--- src/rtl/ula_reg_seq.sv ---
// Register-file sequencer feeding an external ula: read operands, capture result/flags, write back.
// Latency: done 3 cycles after accept (2 with ULA_REG_SEQ_BYPASS_EN); one command per 3 (2) cycles.
// Backpressure: cmd_ready only in IDLE; commands presented while busy are ignored, never queued.
module ula_reg_seq #(
  parameter int DATA_W = 8,
  parameter int ADDR_W = 3
) (
  input  logic              clk,
  input  logic              reset,
  input  logic              cmd_valid,
  output logic              cmd_ready,
  input  logic [2:0]        cmd_op,
  input  logic [ADDR_W-1:0] cmd_rs,
  input  logic [ADDR_W-1:0] cmd_rt,
  input  logic [ADDR_W-1:0] cmd_rd,
  input  logic              ld_en,
  input  logic [ADDR_W-1:0] ld_addr,
  input  logic [DATA_W-1:0] ld_data,
  output logic [DATA_W-1:0] SrcA,
  output logic [DATA_W-1:0] SrcB,
  output logic [2:0]        ULAControl,
  input  logic [DATA_W-1:0] ULAResult,
  input  logic              Flag_z,
  input  logic              CarryOut,
  output logic [DATA_W-1:0] result,
  output logic              res_z,
  output logic              res_co,
  output logic              done
);

  localparam int NREG = 1 << ADDR_W;

`ifdef ULA_REG_SEQ_BYPASS_EN
  typedef enum logic [1:0] {IDLE = 2'd0, EXEC = 2'd1} state_t;
`else
  typedef enum logic [1:0] {IDLE = 2'd0, EXEC = 2'd1, WB = 2'd2} state_t;
`endif

  state_t              state, state_nxt;
  logic [DATA_W-1:0]   rf [NREG];
  logic [ADDR_W-1:0]   rd_q;
  logic                accept;
  logic                wb_we;
  logic [DATA_W-1:0]   wb_dat;
  logic                ld_we;

  always_ff @(posedge clk) begin
    if (reset) state <= IDLE;
    else       state <= state_nxt;
  end

  always_comb begin
    state_nxt = state;
    cmd_ready = 1'b0;
    accept    = 1'b0;
    wb_we     = 1'b0;
    wb_dat    = result;
    case (state)
      IDLE: begin
        cmd_ready = 1'b1;
        if (cmd_valid) begin
          accept    = 1'b1;
          state_nxt = EXEC;
        end
      end
`ifdef ULA_REG_SEQ_BYPASS_EN
      // Write back straight from the ula on the same edge that captures the result.
      EXEC: begin
        wb_we     = 1'b1;
        wb_dat    = ULAResult;
        state_nxt = IDLE;
      end
`else
      EXEC: state_nxt = WB;
      WB: begin
        wb_we     = 1'b1;
        state_nxt = IDLE;
      end
`endif
      default: state_nxt = IDLE;
    endcase
  end

  // Write-back owns the port on a same-address collision with the load port.
  assign ld_we = ld_en && (ld_addr != '0) && !(wb_we && (ld_addr == rd_q));

  always_ff @(posedge clk) begin
    if (reset) begin
      for (int i = 0; i < NREG; i++) rf[i] <= '0;
      rd_q       <= '0;
      SrcA       <= '0;
      SrcB       <= '0;
      ULAControl <= 3'b000;
      result     <= '0;
      res_z      <= 1'b0;
      res_co     <= 1'b0;
      done       <= 1'b0;
    end else begin
      done <= wb_we;
      if (accept) begin
        SrcA       <= rf[cmd_rs];
        SrcB       <= rf[cmd_rt];
        ULAControl <= cmd_op;
        rd_q       <= cmd_rd;
      end
      if (state == EXEC) begin
        result <= ULAResult;
        res_z  <= Flag_z;
        res_co <= CarryOut;
      end
      if (ld_we) rf[ld_addr] <= ld_data;
      // Entry 0 is never written, so it stays at its reset value of zero.
      if (wb_we && (rd_q != '0)) rf[rd_q] <= wb_dat;
    end
  end

endmodule

--- config.mk ---
export PLATFORM = sky130hd
export DESIGN_NAME = ula_reg_seq
export DESIGN_NICKNAME = d
export VERILOG_FILES = /design/src/rtl/ula_reg_seq.sv
export SDC_FILE = /design/constraint.sdc
export NUM_CORES = 1
export LEC_CHECK = 0
export ABC_AREA = 1
export CORE_MARGIN = 4
export CORE_UTILIZATION = 45
export CTS_CLUSTER_DIAMETER = 50
export DETAILED_ROUTE_END_ITERATION = 8
export GPL_TIMING_DRIVEN = 0
export HOLD_SLACK_MARGIN = 0.15
export PLACE_DENSITY = 0.69
export SLEW_MARGIN = 20
export SYNTH_ARGS = -nofsm -noshare
export SYNTH_HDL_FRONTEND = slang
export SYNTH_SLANG_ARGS = --single-unit
--- constraint.sdc ---
create_clock -name clk -period 4.05 [get_ports clk]
set_clock_uncertainty 0.05 [all_clocks]
set_input_delay 1.215 -clock clk [delete_from_list [all_inputs] [get_ports clk]]
set_output_delay 1.215 -clock clk [all_outputs]
set_load 0.005 [all_outputs]
# [After elaboration in Yosys (flattened, before gate mapping)]
# Memories as Yosys holds them, arrays and structs flattened. A register that Yosys moved wholly into a read port is not among the register bits.
# Index checks and enable logic that the tools add are counted.
[word_totals] memories=1 output_inout_bits=31 ramBits=64 register_bits=19
[memory_table] memory="rf" words=8 width=8 rd=2 rd_ports_with_merged_regs=2 wr=8 line_no="40" text="logic [DATA_W-1:0] rf [NREG];"
[classes] n_eq_ne=4 n_mux=20 n_reduce_logical=10
[op_table] operator="$mux W8" count=2
[op_table] operator="$reduce_or A8 Y1" count=2
[op_table] operator="$mux W1" count=14
[op_table] operator="$mux W3" count=2
[op_table] operator="$reduce_bool A3 Y1" count=2
[op_table] operator="$logic_and A1 B1 Y1" count=4
[op_table] operator="$pmux W2 S2" count=1
[op_table] operator="$eq A3 B3 Y1" count=1
[op_table] operator="$eq A2 B1 Y1 const B" count=1
[op_table] operator="$eq A2 B2 Y1 const B" count=1
[op_table] operator="$logic_not A2 Y1" count=1
[op_table] operator="$mux W2" count=1
[op_table] operator="$ne A2 B2 Y1 const B" count=1
[op_table] operator="$logic_not A1 Y1" count=1

# [Logic depth before layout (Yosys ltp)]
# Gate-level depths: netlist of the first run.
[logic_depth] word_depth=10 mapped_depth=9

# [Worst setup path after synthesis of the first run]
# OpenSTA, ideal clock, no wires.
[synth_path] path_kind="input-to-reg" startpoint="input port reset" endpoint="memory rf[1][0] (enable)" n_path_buf=2 required_time_ns=3.671 path_slack_ns=1.467 stages=7 setup_ns=0.329 arrival_ns=2.204 cell_sequence="buf_6 > inv_6 > nand2_2 > a31oi_4 > buf_6 > nand3_1 > nand2_1"
[synth_rtl] item="from (decl)" line_no="9" text="input logic reset,"
[synth_rtl] item="to (decl)" line_no="40"

==> flow_summary.json, run 1 <==
{
  "status": "complete, no violations",
  "combinationalPowerShare": 0.160,
  "r2r-start": "state[0]",
  "hold_viol": 0,
  "port_buffers": 59,
  "finalCritPeriodShare": 0.722,
  "routabilityCongestion": 0.962,
  "dp_hpwl_mm": 12.8,
  "drive_gt1_frac": 0.0776,
  "ys_seq_area_frac": 0.456,
  "tightest_slew_ns": 0.656,
  "worstSetupStartpointType": "input port",
  "multi_input_area_sq_um": 2520,
  "viasPerCell": 5.23,
  "postCtsHoldBufs": 0,
  "crit_path_end_kind": "flip-flop",
  "synth_cells": 781,
  "grt_max_degree": 18,
  "die_h_um": 121,
  "p_switching_mw": 0.691,
  "antenna_left": 0,
  "first_global_vias": 4941,
  "ys_seq_elements": 99,
  "wl_mm": 17.0,
  "regArea_sq_um": 2620,
  "setup_viol": 0,
  "clkLatencyLatePin_ns": 0.36,
  "p_leak_nw": 3.09,
  "max-vdd-ir-drop_uv": 234,
  "min_delay_path_depth": 2,
  "cts_setup_buffers": 0,
  "yosys.area.top_type": "edfxtp_1",
  "rr_endpoint": "rf[5][5]",
  "setup_tns_ns": 0,
  "cts_tree": "yes",
  "rsz0062_at_grt": "no",
  "grt_pass1_wl_mm": 26.8,
  "synthDistinctLibCells": 25,
  "hold_path_class": "flip-flop to flip-flop",
  "arrival_ns": 2.91,
  "min_period_ns": 2.92,
  "io_pins": 68,
  "fin_util": 0.549,
  "antenna_found_initial": 0,
  "total_power_mw": 2.50,
  "grt-ovfl-total": 0,
  "clk_pin_slew_ns": 0.07,
  "cts.sinks": 99,
  "required_ns": 4.03,
  "htreeDepth": 3,
  "clockRootBuffer": "clkbuf_16",
  "yosys_warnings": 0,
  "p_seq_frac": 0.464,
  "first_iter_violations": 592,
  "min_to": "SrcA[0]",
  "slew_violations": 0,
  "first_pass_iters": 6,
  "synthToLayoutAreaGrowth_pct": 20.0,
  "drcViolationCount": 0,
  "netlist_area_sq_um": 5750,
  "syn_area_per_cell_sq_um": 7.37,
  "ctsResizeCount": 0,
  "p_int_mw": 1.80,
  "timing.fmax_mhz": 342,
  "vias": 5408,
  "grt_use_total": 0.237,
  "pwr-share-clk": 0.377,
  "core_area_sq_um": 12600,
  "fin_nets": 895,
  "fp-row-count": 41,
  "synth_top_area_frac": 0.334,
  "min_from": "SrcA[0]",
  "fillCellCount": 1198,
  "clock_tree.buffer_depth": 2,
  "cts_buffers": 9,
  "crit_fanout": 9,
  "reg2reg_depth": 7,
  "synth.area.top_cells": "edfxtp_1 33%, nand2_1 18%, dfxtp_1 12%, nand3_1 10%, nand4_1 6.1%",
  "start_util": 0.458,
  "cap_violations": 0,
  "cellPowerDensity_nw_per_um2": 361,
  "die_w_um": 121,
  "post_drt_wl_per_cell_um": 16.4,
  "antennaDiodeCount": 0,
  "final_cell_mix": "272 x nand2_1, 119 x nand3_1, 74 x inv_1",
  "die-area_sq_um": 14700,
  "crit_type": "input port to flip-flop",
  "ff2ff_setup_slack_ns": 2.16,
  "swShare": 0.277,
  "layout_commonest_cell": "nand2_1",
  "max-slew-margin-rel": 0.561
}
==> registers in the layout, indices dropped and copies added, names as in the netlist <==
| name | flops |
|---|---|
| done | 1 |
| rd_q | 3 |
| result | 8 |
| SrcB | 8 |
| res_co | 1 |
| rf | 64 |
| state | 2 |
| SrcA | 8 |
| ULAControl | 3 |
| res_z | 1 |
==> power groups by stage <==
stage               Clock (mW)  Sequential (mW)  Combinational [mW]
finish                   0.940             1.16               0.399
floorplan                    0             1.17               0.226
global placement             0             1.18               0.391
detailed placement           0             1.18               0.391
CTS                      0.946             1.16               0.393
global route             0.991             1.16               0.435
==> worst max path at each step <==
stage | start | to | slack [ns] | cells past startpoint
after floorplan | reset | rf[1][0] | 1.47 | 7
after global placement | ld_addr[2] | rf[2][1] | 0.78 | 6
after detailed placement | ld_addr[2] | rf[2][0] | 0.77 | 6
after CTS | ld_addr[2] | rf[2][6] | 1.15 | 6
after global routing | ld_addr[2] | rf[2][6] | 0.99 | 6
final | ld_addr[1] | rf[5][5] | 1.13 | 6
==> per-stage QoR <==
stage                     instances  cell area, sq um  hold WS (ns)  worst slack [ns]
after detailed placement       1019              6590         0.405             0.768
final                          1035              6910         0.414              1.13
after CTS                      1035              6910         0.416              1.15
after floorplan                 788              5780         0.412              1.47
after global placement         1019              6590         0.402             0.777
after global routing           1035              6910         0.427             0.994
==> layout make-up <==
| type | count | share of cell area |
|---|---|---|
| flip-flops and latches | 99 | 0.380 |
| plain buffers | 54 | 0.0469 |
| repair buffers | 59 | 0.0855 |
| well taps | 172 | 0.0312 |
| multi-input cells | 554 | 0.365 |
| clock inverters | 5 | 0.00960 |
| inverters | 81 | 0.0451 |
| clock buffers | 11 | 0.0368 |
==> cell usage after synthesis <==
master,number
nor2_1,47
buf_4,2
buf_6,13
nand4_1,56
clkbuf_1,17
nor3_4,3
inv_1,74
edfxtp_1,64
inv_4,1
buf_1,9
o21ai_0,16
nor3_2,3
inv_2,5
nand2_4,1
a21oi_1,19
a31oi_4,1
buf_2,13
inv_6,1
nor2_4,1
conb_1,1
nor2_2,5
nand2_2,3
nand3_1,119
dfxtp_1,35
nand2_1,272
==> metal layers <==
layer | track usage | up-vias | wire (um)
met5 | 0 | - | 0
met2 | 0.354 | 262 | 7300
met4 | 0.132 | 0 | 842
li1 | - | 2710 | -
met3 | 0.0392 | 52 | 1220
met1 | 0.328 | 2384 | 7590
==> worst max-delay path, stage by stage <==
cell	delay, ns
clkdlybuf4s50_1	0.51
inv_2	0.14
nand2_1	0.08
nor2_1	0.52
nand3_1	0.15
nand2_1	0.30
==> cells by family (layout without fill, tap and decap cells) <==
family | count (synthesis) | in the layout | share of synthesized area
AND/OR/NAND/NOR | 510 | 510 | 0.399
buffers and inverters | 135 | 210 | 0.110
flip-flops | 99 | 99 | 0.456
AO/OA/AOI/OAI | 36 | 36 | 0.0341
other | 1 | 8 | 0.000652
Power figures use the tool's default switching activity.
==> run 2, diff against run 1 <==
Clock period 4.05 ns to 3 ns, I/O delays scaled along.
==> results of run 2 <==
The final DEF is identical to that of run 1. Status: complete, no violations.
Main changes from that run: setup slack after placement 0.768 ns -> 0.0330 ns; setup slack after layout 1.13 ns -> 0.390 ns; register-to-register setup slack 2.16 ns -> 1.11 ns; total power 2.50 mW -> 3.37 mW; worst IR drop on VDD 234 uV -> 316 uV
==> run 3, diff against run 2 <==
Settings changed: CORE_UTILIZATION 45 to 57, PLACE_DENSITY 0.69 to 0.84.
==> run 3 against run 2 <==
Effect of this change: combinational power rose by 2%; final cell count decreased by 3.8%; clock-buffer cell count stayed put; flip-flop and latch count did not move; sequential power about the same; via count rose by 6.8%; largest cell class unchanged; highest routed layer unchanged.
==> flow_summary.json, run 3 (synthesized netlist as in run 1, its figures left out) <==
{
  "status": "complete, no violations",
  "dp_hpwl_mm": 13.5,
  "final_cell_mix": "272 x nand2_1, 119 x nand3_1, 74 x inv_1",
  "required_ns": 3.01,
  "p_leak_nw": 3.01,
  "cts_tree": "yes",
  "io_pins": 68,
  "top_register": "rf",
  "postCtsHoldBufs": 0,
  "hold_viol": 0,
  "max-vdd-ir-drop_uv": 282,
  "vias": 5776,
  "clockRootBuffer": "clkbuf_8",
  "fp-row-count": 36,
  "tightest_slew_ns": 0.721,
  "clock_tree.buffer_depth": 2,
  "multi_input_area_sq_um": 2520,
  "fin_nets": 895,
  "die_h_um": 108,
  "grt_pass1_wl_mm": 28.2,
  "htreeDepth": 3,
  "worstSetupStartpointType": "input port",
  "final_cells": 996,
  "max-slew-margin-rel": 0.517,
  "grt_max_degree": 18,
  "clk_pin_slew_ns": 0.10,
  "largest_reg_flops": 64,
  "ff2ff_setup_slack_ns": 1.05,
  "clkLatencyLatePin_ns": 0.39,
  "timing.fmax_mhz": 381,
  "drcViolationCount": 0,
  "fillCellCount": 827,
  "layout_commonest_cell": "nand2_1",
  "slew_violations": 0,
  "first_pass_iters": 5,
  "crit_type": "input port to flip-flop",
  "cellPowerDensity_nw_per_um2": 436,
  "start_util": 0.586,
  "regArea_sq_um": 2620,
  "drive_gt1_frac": 0.0765,
  "post_drt_wl_per_cell_um": 18.2,
  "cts_setup_buffers": 0,
  "setup_viol": 0,
  "antennaDiodeCount": 0,
  "dp_cells": 980,
  "crit_path_end_kind": "flip-flop",
  "synthToLayoutAreaGrowth_pct": 16.6,
  "min_period_ns": 2.63,
  "cts.sinks": 99,
  "viasPerCell": 5.80,
  "cts_buffers": 9,
  "crit_fanout": 9,
  "die_w_um": 108,
  "hold_path_class": "flip-flop to flip-flop",
  "grt-ovfl-total": 0,
  "first_global_vias": 5379,
  "setup_ws_ns": 0.373,
  "routabilityCongestion": 1.05,
  "core_area_sq_um": 9820,
  "total_power_mw": 2.92,
  "rsz0062_at_grt": "no",
  "port_buffers": 59,
  "cap_violations": 0,
  "antenna_found_initial": 0,
  "dpl_worst_slack_ns": 0.0310,
  "setup_tns_ns": 0,
  "arrival_ns": 2.64,
  "first_iter_violations": 667,
  "finalCritPeriodShare": 0.876,
  "wl_mm": 18.1,
  "grt_use_total": 0.317,
  "ctsResizeCount": 0,
  "antenna_left": 0,
  "fin_util": 0.683,
  "die-area_sq_um": 11800
}
-- run 3: power breakdown --
part | internal (mW) | total (mW) | switching [mW]
clock network | 0.308 | 0.810 | 0.502
logic | 0.200 | 0.550 | 0.350
registers | 1.53 | 1.56 | 0.0359
-- run 3: cell type report --
cell class	count	share of cell area
Clock inverter	5	0.00578
Sequential cell	99	0.391
Timing Repair Buffer	59	0.0881
Tap cell	133	0.0248
Clock buffer	11	0.0196
Multi-Input combinational cell	554	0.376
Inverter	81	0.0465
Buffer	54	0.0483
-- run 3: final timing paths --
check	start	end	cells past startpoint
setup / recovery	ld_addr[1]	rf[4][3]	6
hold / removal	SrcB[4]	SrcB[4]	2
setup reg to reg	state[1]	rf[5][1]	6
hold reg to reg	SrcB[4]	SrcB[4]	2
-- run 3: layer usage --
metal | vias to the layer above | global-route usage | routed length, um
li1 | 2711 | - | -
met1 | 2586 | 0.422 | 7220
met2 | 414 | 0.496 | 7970
met3 | 65 | 0.0603 | 1980
met4 | 0 | 0.161 | 943
met5 | - | 0 | 0
-- run 3: critical path, cell delays in order --
cell             delay, ns
clkdlybuf4s50_1       0.51
inv_2                 0.13
nand2_1               0.08
nor2_1                0.57
nand3_1               0.14
nand2_1               0.30
-- run 3: metrics by stage --
| stage | instance area, sq um | hold slack [ns] |
|---|---|---|
| final | 6710 | 0.420 |
| after global routing | 6710 | 0.445 |
| after floorplan | 5780 | 0.412 |
| after CTS | 6710 | 0.419 |
| after global placement | 6540 | 0.403 |
| after detailed placement | 6540 | 0.405 |
